$ cat src/rtl/rv32i_mem_arbiter.sv
// Single-port memory arbiter between RV32I instruction fetch (IF) and load/store (D) ports.
// Optional macro ARB_ROUND_ROBIN_EN selects round-robin arbitration; default is fixed D priority.
module rv32i_mem_arbiter #(
    parameter int ADDR_W  = 32,
    parameter int DATA_W  = 32,
    parameter int TIMEOUT = 255
) (
    input  logic                clk,
    input  logic                rst,
    input  logic                if_req,
    input  logic [ADDR_W-1:0]   if_addr,
    output logic                if_gnt,
    output logic                if_rvalid,
    output logic [DATA_W-1:0]   if_rdata,
    output logic                if_err,
    input  logic                d_req,
    input  logic                d_we,
    input  logic [DATA_W/8-1:0] d_be,
    input  logic [ADDR_W-1:0]   d_addr,
    input  logic [DATA_W-1:0]   d_wdata,
    output logic                d_gnt,
    output logic                d_rvalid,
    output logic [DATA_W-1:0]   d_rdata,
    output logic                d_err,
    output logic                mem_req,
    output logic                mem_we,
    output logic [DATA_W/8-1:0] mem_be,
    output logic [ADDR_W-1:0]   mem_addr,
    output logic [DATA_W-1:0]   mem_wdata,
    input  logic                mem_ready,
    input  logic [DATA_W-1:0]   mem_rdata,
    output logic                busy
);

    // state   | meaning
    // IDLE    | no transaction, arbitrating incoming requests
    // IF_BUSY | fetch owns memory, waiting for mem_ready or timeout
    // D_BUSY  | data port owns memory, waiting for mem_ready or timeout

    localparam int BE_W  = DATA_W / 8;
    localparam int CNT_W = (TIMEOUT < 2) ? 1 : $clog2(TIMEOUT + 1);
    localparam bit TO_EN = (TIMEOUT != 0);
    localparam logic [CNT_W-1:0] TO_TC = CNT_W'(TIMEOUT);

    typedef enum logic [1:0] {
        IDLE    = 2'd0,
        IF_BUSY = 2'd1,
        D_BUSY  = 2'd2
    } state_t;

    state_t            state, state_nxt;
    logic [CNT_W-1:0]  cnt, cnt_nxt, cnt_inc;
    logic              pick_d;

    logic              if_gnt_nxt, if_rvalid_nxt, if_err_nxt;
    logic [DATA_W-1:0] if_rdata_nxt;
    logic              d_gnt_nxt, d_rvalid_nxt, d_err_nxt;
    logic [DATA_W-1:0] d_rdata_nxt;
    logic              mem_req_nxt, mem_we_nxt;
    logic [BE_W-1:0]   mem_be_nxt;
    logic [ADDR_W-1:0] mem_addr_nxt;
    logic [DATA_W-1:0] mem_wdata_nxt;

`ifdef ARB_ROUND_ROBIN_EN
    logic last_d, last_d_nxt;

    // On a tie, the port that did not win last time gets the grant.
    assign pick_d = d_req && (!if_req || !last_d);
`else
    assign pick_d = d_req;
`endif

    assign cnt_inc = cnt + 1'b1;

    always_comb begin
        state_nxt     = state;
        cnt_nxt       = cnt;
        if_gnt_nxt    = 1'b0;
        if_rvalid_nxt = 1'b0;
        if_rdata_nxt  = '0;
        if_err_nxt    = 1'b0;
        d_gnt_nxt     = 1'b0;
        d_rvalid_nxt  = 1'b0;
        d_rdata_nxt   = '0;
        d_err_nxt     = 1'b0;
        mem_req_nxt   = mem_req;
        mem_we_nxt    = mem_we;
        mem_be_nxt    = mem_be;
        mem_addr_nxt  = mem_addr;
        mem_wdata_nxt = mem_wdata;
`ifdef ARB_ROUND_ROBIN_EN
        last_d_nxt    = last_d;
`endif

        case (state)
            IDLE: begin
                cnt_nxt = '0;
                if (pick_d) begin
                    state_nxt     = D_BUSY;
                    d_gnt_nxt     = 1'b1;
                    mem_req_nxt   = 1'b1;
                    mem_we_nxt    = d_we;
                    mem_be_nxt    = d_be;
                    mem_addr_nxt  = d_addr;
                    mem_wdata_nxt = d_wdata;
`ifdef ARB_ROUND_ROBIN_EN
                    last_d_nxt    = 1'b1;
`endif
                end else if (if_req) begin
                    state_nxt     = IF_BUSY;
                    if_gnt_nxt    = 1'b1;
                    mem_req_nxt   = 1'b1;
                    mem_we_nxt    = 1'b0;
                    mem_be_nxt    = '1;
                    mem_addr_nxt  = if_addr;
                    mem_wdata_nxt = '0;
`ifdef ARB_ROUND_ROBIN_EN
                    last_d_nxt    = 1'b0;
`endif
                end
            end
            IF_BUSY, D_BUSY: begin
                if (mem_ready) begin
                    state_nxt   = IDLE;
                    mem_req_nxt = 1'b0;
                    cnt_nxt     = '0;
                    if (state == IF_BUSY) begin
                        if_rvalid_nxt = 1'b1;
                        if_rdata_nxt  = mem_rdata;
                    end else begin
                        d_rvalid_nxt = 1'b1;
                        d_rdata_nxt  = mem_we ? '0 : mem_rdata;
                    end
                end else if (TO_EN && (cnt_inc == TO_TC)) begin
                    // Stalled memory: release the bus and report an error to the owner.
                    state_nxt   = IDLE;
                    mem_req_nxt = 1'b0;
                    cnt_nxt     = '0;
                    if (state == IF_BUSY) begin
                        if_rvalid_nxt = 1'b1;
                        if_err_nxt    = 1'b1;
                    end else begin
                        d_rvalid_nxt = 1'b1;
                        d_err_nxt    = 1'b1;
                    end
                end else begin
                    cnt_nxt = cnt_inc;
                end
            end
            default: begin
                state_nxt   = IDLE;
                mem_req_nxt = 1'b0;
                cnt_nxt     = '0;
            end
        endcase
    end

    always_ff @(posedge clk) begin
        if (rst) begin
            state     <= IDLE;
            cnt       <= '0;
            if_gnt    <= 1'b0;
            if_rvalid <= 1'b0;
            if_rdata  <= '0;
            if_err    <= 1'b0;
            d_gnt     <= 1'b0;
            d_rvalid  <= 1'b0;
            d_rdata   <= '0;
            d_err     <= 1'b0;
            mem_req   <= 1'b0;
            mem_we    <= 1'b0;
            mem_be    <= '0;
            mem_addr  <= '0;
            mem_wdata <= '0;
            busy      <= 1'b0;
`ifdef ARB_ROUND_ROBIN_EN
            last_d    <= 1'b0;
`endif
        end else begin
            state     <= state_nxt;
            cnt       <= cnt_nxt;
            if_gnt    <= if_gnt_nxt;
            if_rvalid <= if_rvalid_nxt;
            if_rdata  <= if_rdata_nxt;
            if_err    <= if_err_nxt;
            d_gnt     <= d_gnt_nxt;
            d_rvalid  <= d_rvalid_nxt;
            d_rdata   <= d_rdata_nxt;
            d_err     <= d_err_nxt;
            mem_req   <= mem_req_nxt;
            mem_we    <= mem_we_nxt;
            mem_be    <= mem_be_nxt;
            mem_addr  <= mem_addr_nxt;
            mem_wdata <= mem_wdata_nxt;
            busy      <= (state_nxt != IDLE);
`ifdef ARB_ROUND_ROBIN_EN
            last_d    <= last_d_nxt;
`endif
        end
    end

endmodule

$ cat config.mk
export PLATFORM = sky130hd
export DESIGN_NAME = rv32i_mem_arbiter
export DESIGN_NICKNAME = d
export VERILOG_FILES = /design/src/rtl/rv32i_mem_arbiter.sv
export SDC_FILE = /design/constraint.sdc
export NUM_CORES = 1
export LEC_CHECK = 0
export CAP_MARGIN = 0
export CORE_AREA = 4 4 92 160
export DETAILED_ROUTE_END_ITERATION = 8
export DIE_AREA = 0 0 96 164
export PLACE_DENSITY = 0.82
export RECOVER_POWER = 25
export SETUP_SLACK_MARGIN = 0.05
export SLEW_MARGIN = 20
export SYNTH_ARGS = -nofsm -noshare
export SYNTH_HDL_FRONTEND = slang
export SYNTH_SLANG_ARGS = --single-unit
$ cat constraint.sdc
create_clock -name clk -period 2 [get_ports clk]
set_input_delay 0.3 -clock clk [delete_from_list [all_inputs] [get_ports clk]]
set_output_delay 0.3 -clock clk [all_outputs]
set_load 0.005 [all_outputs]
Yosys cells after proc, flatten, opt, wreduce, memory -nomap -nowiden
Cells that the tools add are included.
{"block": "op_classes", "add_sub_neg": 1, "eq_ne": 5, "n_mux": 26, "bitwise": 4, "n_reduce_logical": 13}
{"operator": "32-bit two-way mux", "n": 4}
{"operator": "1-bit two-way mux", "n": 14}
{"operator": "8-bit by 1-bit adder with 8-bit output (second input constant)", "n": 1}
{"operator": "8-bit equality test (second input constant)", "n": 1}
{"operator": "2-bit two-way mux", "n": 4}
{"operator": "4-bit two-way mux", "n": 2}
{"operator": "4-bit OR reduction", "n": 2}
{"operator": "3-bit != test (second input constant)", "n": 2}
{"operator": "2-bit OR reduction", "n": 3}
{"operator": "3-bit OR reduction", "n": 2}
{"operator": "5-bit OR reduction", "n": 1}
{"operator": "1-bit NOT", "n": 4}
{"operator": "2-bit one-hot mux with 2 select lines", "n": 1}
{"operator": "2-bit AND reduction", "n": 2}
{"operator": "2-bit nonzero test", "n": 2}
{"operator": "2-bit by 1-bit equality test with 1-bit output (second input constant)", "n": 1}
{"operator": "2-bit equality test (second input constant)", "n": 1}
{"operator": "2-bit zero test", "n": 1}
{"operator": "1-bit one-hot mux with 2 select lines", "n": 1}
{"block": "word_totals", "reg_bits": 151, "input_bits": 138, "out_inout_bits": 141, "word_cells": 65}

Logic depth before layout (Yosys ltp)
{"block": "depth", "word_depth": 6, "mapped_depth": 7, "ltp_nobuf": 6}

Worst setup path before layout
No wires, ideal clock.
{"block": "synth_path", "path_kind": "register -> register", "from": "register state[0]", "to": "register if_rdata[0]", "setup_time_ns": 0.115, "arrival_ns": 1.442, "required_ns": 1.885, "setup_slack_ns": 0.444, "path_stages_with_launch": 7, "path_buffers": 1, "synth_period_minus_slack_ns": 1.556, "path_cell_list": "dfxtp_1 inv_1 ha_1 nor2b_1 and3_1 clkbuf_1 and2_1"}
{"block": "synth_via", "elab_chain_len": 4, "word_cells_on_any_way": 6, "cone_classes": "eq/ne (2); bitwise (2); reduce/logical (2)"}
{"item": "from (decl)", "line_no": "51", "source": "state_t state, state_nxt;"}
{"item": "from (signal assigned)", "line_no": "180", "source": "state <= state_nxt;"}
{"item": "2-bit by 1-bit equality test with 1-bit output / 2-bit equality test (equally long branches)", "line_no": "95, 127"}
{"item": "2-bit OR reduction", "line_no": "95", "source": "case (state)"}
{"item": "1-bit NOT (no line)"}
{"item": "4-bit OR reduction (no line) *"}
{"item": "to (signal assigned)", "line_no": "184", "source": "if_rdata <= if_rdata_nxt;"}
{"item": "to (decl)", "line_no": "14", "source": "output logic [DATA_W-1:0] if_rdata,"}
Mark *: on every way between the ends. The rest lies on a longest branch, timed or not.
A chain may end at the register's enable or synchronous reset.

Final worst setup path
{"block": "layout_path", "from": "register state[1]", "to": "register mem_wdata[7]"}
{"block": "layout_via", "elab_chain_len": 2}
{"item": "2-bit zero test", "line_no": "95"}
{"item": "2-bit AND reduction (no line)"}
{"item": "to (signal assigned)", "line_no": "194", "source": "mem_wdata <= mem_wdata_nxt;"}
{"item": "to (decl)", "line_no": "29", "source": "output logic [DATA_W-1:0] mem_wdata,"}
No other way between the ends.

==> metrics.txt <==
IO Count 279; Post-route DRC 0; TritonCTS clock tree built; ys flop type dfxtp_1; Mapped Area 0.00503 mm2; hold_sp rst; Clock Tree Root clkbuf_16; drt via density 4.72; largest cells by area after synthesis dfxtp_1, and2_1, mux2i_1, a22o_1, a211oi_1; Tcrit/Tclk final 0.897; WS Path Type reg -> reg; Leak Pwr 0.00358 uW; starting DRC count in detailed routing 86; Syn-to-layout area delta 69.5%; Antenna Nets Post-Route 0; Seq/Total Area, Yosys 0.601; final setup margin 0.206 ns; post-DP HPWL about 11 mm; Yosys reg bits 151; clock buffer depth 2; fmax 0.557 GHz; Tmin final 1.79 ns; NumNets Final 874; post-synth cell types 37; RSZ-0062 raised after global routing false; Setup Slack @ Placement -0.00643 ns; Worst Path Buf+Inv 1; Multi-input gate area 0.00186 mm2; vias about 4300; Slew HR 0.490; WHS Path Cells 2; worst slew pin tran about 0.76 ns; CP Cell Sequence inv_1 -> ha_1 -> o21a_2 -> nor2_4 -> a22o_1; grt ovf 0; Sw Pwr between 1500 and 2000 uW; slowest cell delay on critical path between 0.5 and 0.6 ns; port bufs 278; worst-skew pair later-pin latency 0.41 ns; Non-Filler Instances 918; Post-CTS Setup Repair Bufs 0; clk_skew 0.00881 ns; asr flop ratio synth 0; Synth top area share 0.601; Die H 164 um; crit path launch type flop; final setup vio count 0; final hold violations 0; Post-synth EDFFs 0; Starting Density 0.376; DP Cell Count 886; Internal Power 5470 uW; VDD IR max 0.000550 V; total power per unit cell area 851 mW/mm2; # diodes 0; Sequential Area 0.00302 mm2; Critical Path Fanout Max 33; delay-heaviest family, CP simple AND/OR/NAND/NOR gates; status finished, final reports clean; area of the core 0.0134 mm2; crit end category flop; setup TNS 0 ns; worst min-delay path category in -> reg; first-pass GRT wire length 21.8 mm; total global-route track usage 0.182; fill cell count 1068; Chip Width 96 um; slowest CP cell nor2_4; Worst Hold End mem_addr[29]$_SDFFE_PP0P_; Hold Buf Count CTS 0; switching share of power 0.245; CP Data Required Time approximately 2.4 ns; FP Rows 56; Mean Syn Cell Area 11.1 um2; post-layout util 0.637; Synthesized Nets 596; initial antenna violation count 1; CTS sink cnt 151; Ys Warns 0; leading area contributor after synthesis dfxtp_1; maxcap violations 0; Post-Route WL roughly 15 mm; largest net degree at the start of global routing 69; drt pass-1 iters 4; die area 0.0157 mm2; top cells by count, synth dfxtp_1, and2_1, nor2_1, a22o_1; Avg WL per Cell roughly 16 um; most common cell in the netlist dfxtp_1; register clock-pin slew on the reported worst setup and hold paths 0.06 ns; Clk pwr share 0.400; Slew Viols, Final 0; Logic pwr share 0.149; GP Congestion ~0.73; CTS buffer count 17; FF-to-FF Start state[1]$_SDFF_PP0_; FF-to-FF path depth 5; Reg2Reg Setup Slack 0.21 ns; Post-Syn Instances 453; CTS HTree Levels 4; FF-to-FF End mem_wdata[7]$_SDFFE_PP0P_; vias in the first global route 4535; layout cell share with drive strength beyond 1 0.0685; CP arrival 2.14 ns; sequential fraction of design power 0.451; tightest hold margin 0.283 ns
[power groups by stage]
stage / clock [uW] / sequential [uW] / combinational, uW
floorplan: 0 / 3350 / 364
global placement: 0 / 3330 / 1070
detailed placement: 0 / 3340 / 1110
CTS: 2990 / 3280 / 1110
global route: 3120 / 3290 / 1170
finish: 2900 / 3270 / 1080
[layout by cell type (no fill, tap or decap), types with 3 or more instances in the layout]
master	n
inv_1	6
dfxtp_1	151
mux2i_1	32
ha_1	5
clkinv_4	3
clkbuf_16	17
clkinvlp_4	4
a211oi_1	32
o21ai_0	4
buf_4	8
a22o_1	33
xnor2_1	6
clkdlybuf4s50_1	207
and2_1	64
dlygate4sd3_1	69
inv_6	5
nor3_1	8
nand2_1	6
nor2_1	54
[stage by stage]
stage | power, uW | instance area (um2)
after floorplan | 3710 | 5030
after global placement | 4400 | 7970
after detailed placement | 4440 | 7980
after CTS | 7370 | 8520
after global routing | 7580 | 8530
final | 7250 | 8530
[repair_timing]
action	4_1_cts	5_1_grt
pin swaps	0	0
gates resized for setup	1	1
endpoints found under the setup margin	32	24
hold endpoints to repair	0	0
[area by class of cell]
cell class,instances,share of cell area
inverters,6,0.00264
repair buffers,288,0.336
well taps,174,0.0255
clock inverters,13,0.0131
flip-flops and latches,151,0.354
multi-input cells,267,0.218
clock buffers,19,0.0508
[kinds of logic (layout without fill, tap and decap cells)]
| group | after synthesis | after routing | share of synthesized area |
|---|---|---|---|
| xor gates and xnor gates | 7 | 7 | 0.0122 |
| buffers and inverters | 35 | 326 | 0.0328 |
| AOI/OAI and AO/OA | 77 | 77 | 0.122 |
| DFF | 151 | 151 | 0.601 |
| adders and majority gates | 5 | 5 | 0.0124 |
| and+or+nand+nor | 146 | 146 | 0.156 |
| muxes | 32 | 32 | 0.0637 |
[sequential cells by signal, summed over array words and instances, names as in the netlist]
name,count
d_rdata,32
if_rdata,32
mem_addr,32
mem_wdata,32
cnt,8
mem_be,4
state,2
busy,1
d_err,1
d_gnt,1
d_rvalid,1
if_err,1
if_gnt,1
if_rvalid,1
mem_req,1
mem_we,1
[worst max-delay path by stage]
stage / from / end / slack [ns] / depth (start not counted)
after floorplan: state[0]$_SDFF_PP0_ / if_rdata[0]$_SDFF_PP0_ / 0.44 / 6
final: state[1]$_SDFF_PP0_ / mem_wdata[7]$_SDFFE_PP0P_ / 0.21 / 5
after global placement: if_req / mem_wdata[23]$_SDFFE_PP0P_ / -0.22 / 4
after detailed placement: state[1]$_SDFF_PP0_ / if_rdata[17]$_SDFF_PP0_ / -0.006 / 5
after CTS: state[1]$_SDFF_PP0_ / mem_addr[15]$_SDFFE_PP0P_ / 0.15 / 6
after global routing: state[1]$_SDFF_PP0_ / mem_wdata[24]$_SDFFE_PP0P_ / 0.11 / 5
[per-layer routing]
layer	vias to the layer above	global-route usage	wire length, um
met5	-	0	7
met4	2	0.0751	361
met3	28	0.0788	1420
met2	231	0.340	7850
met1	1957	0.165	4890
li1	2116	-	-
Note: power is estimated with default switching activity, not from simulation.
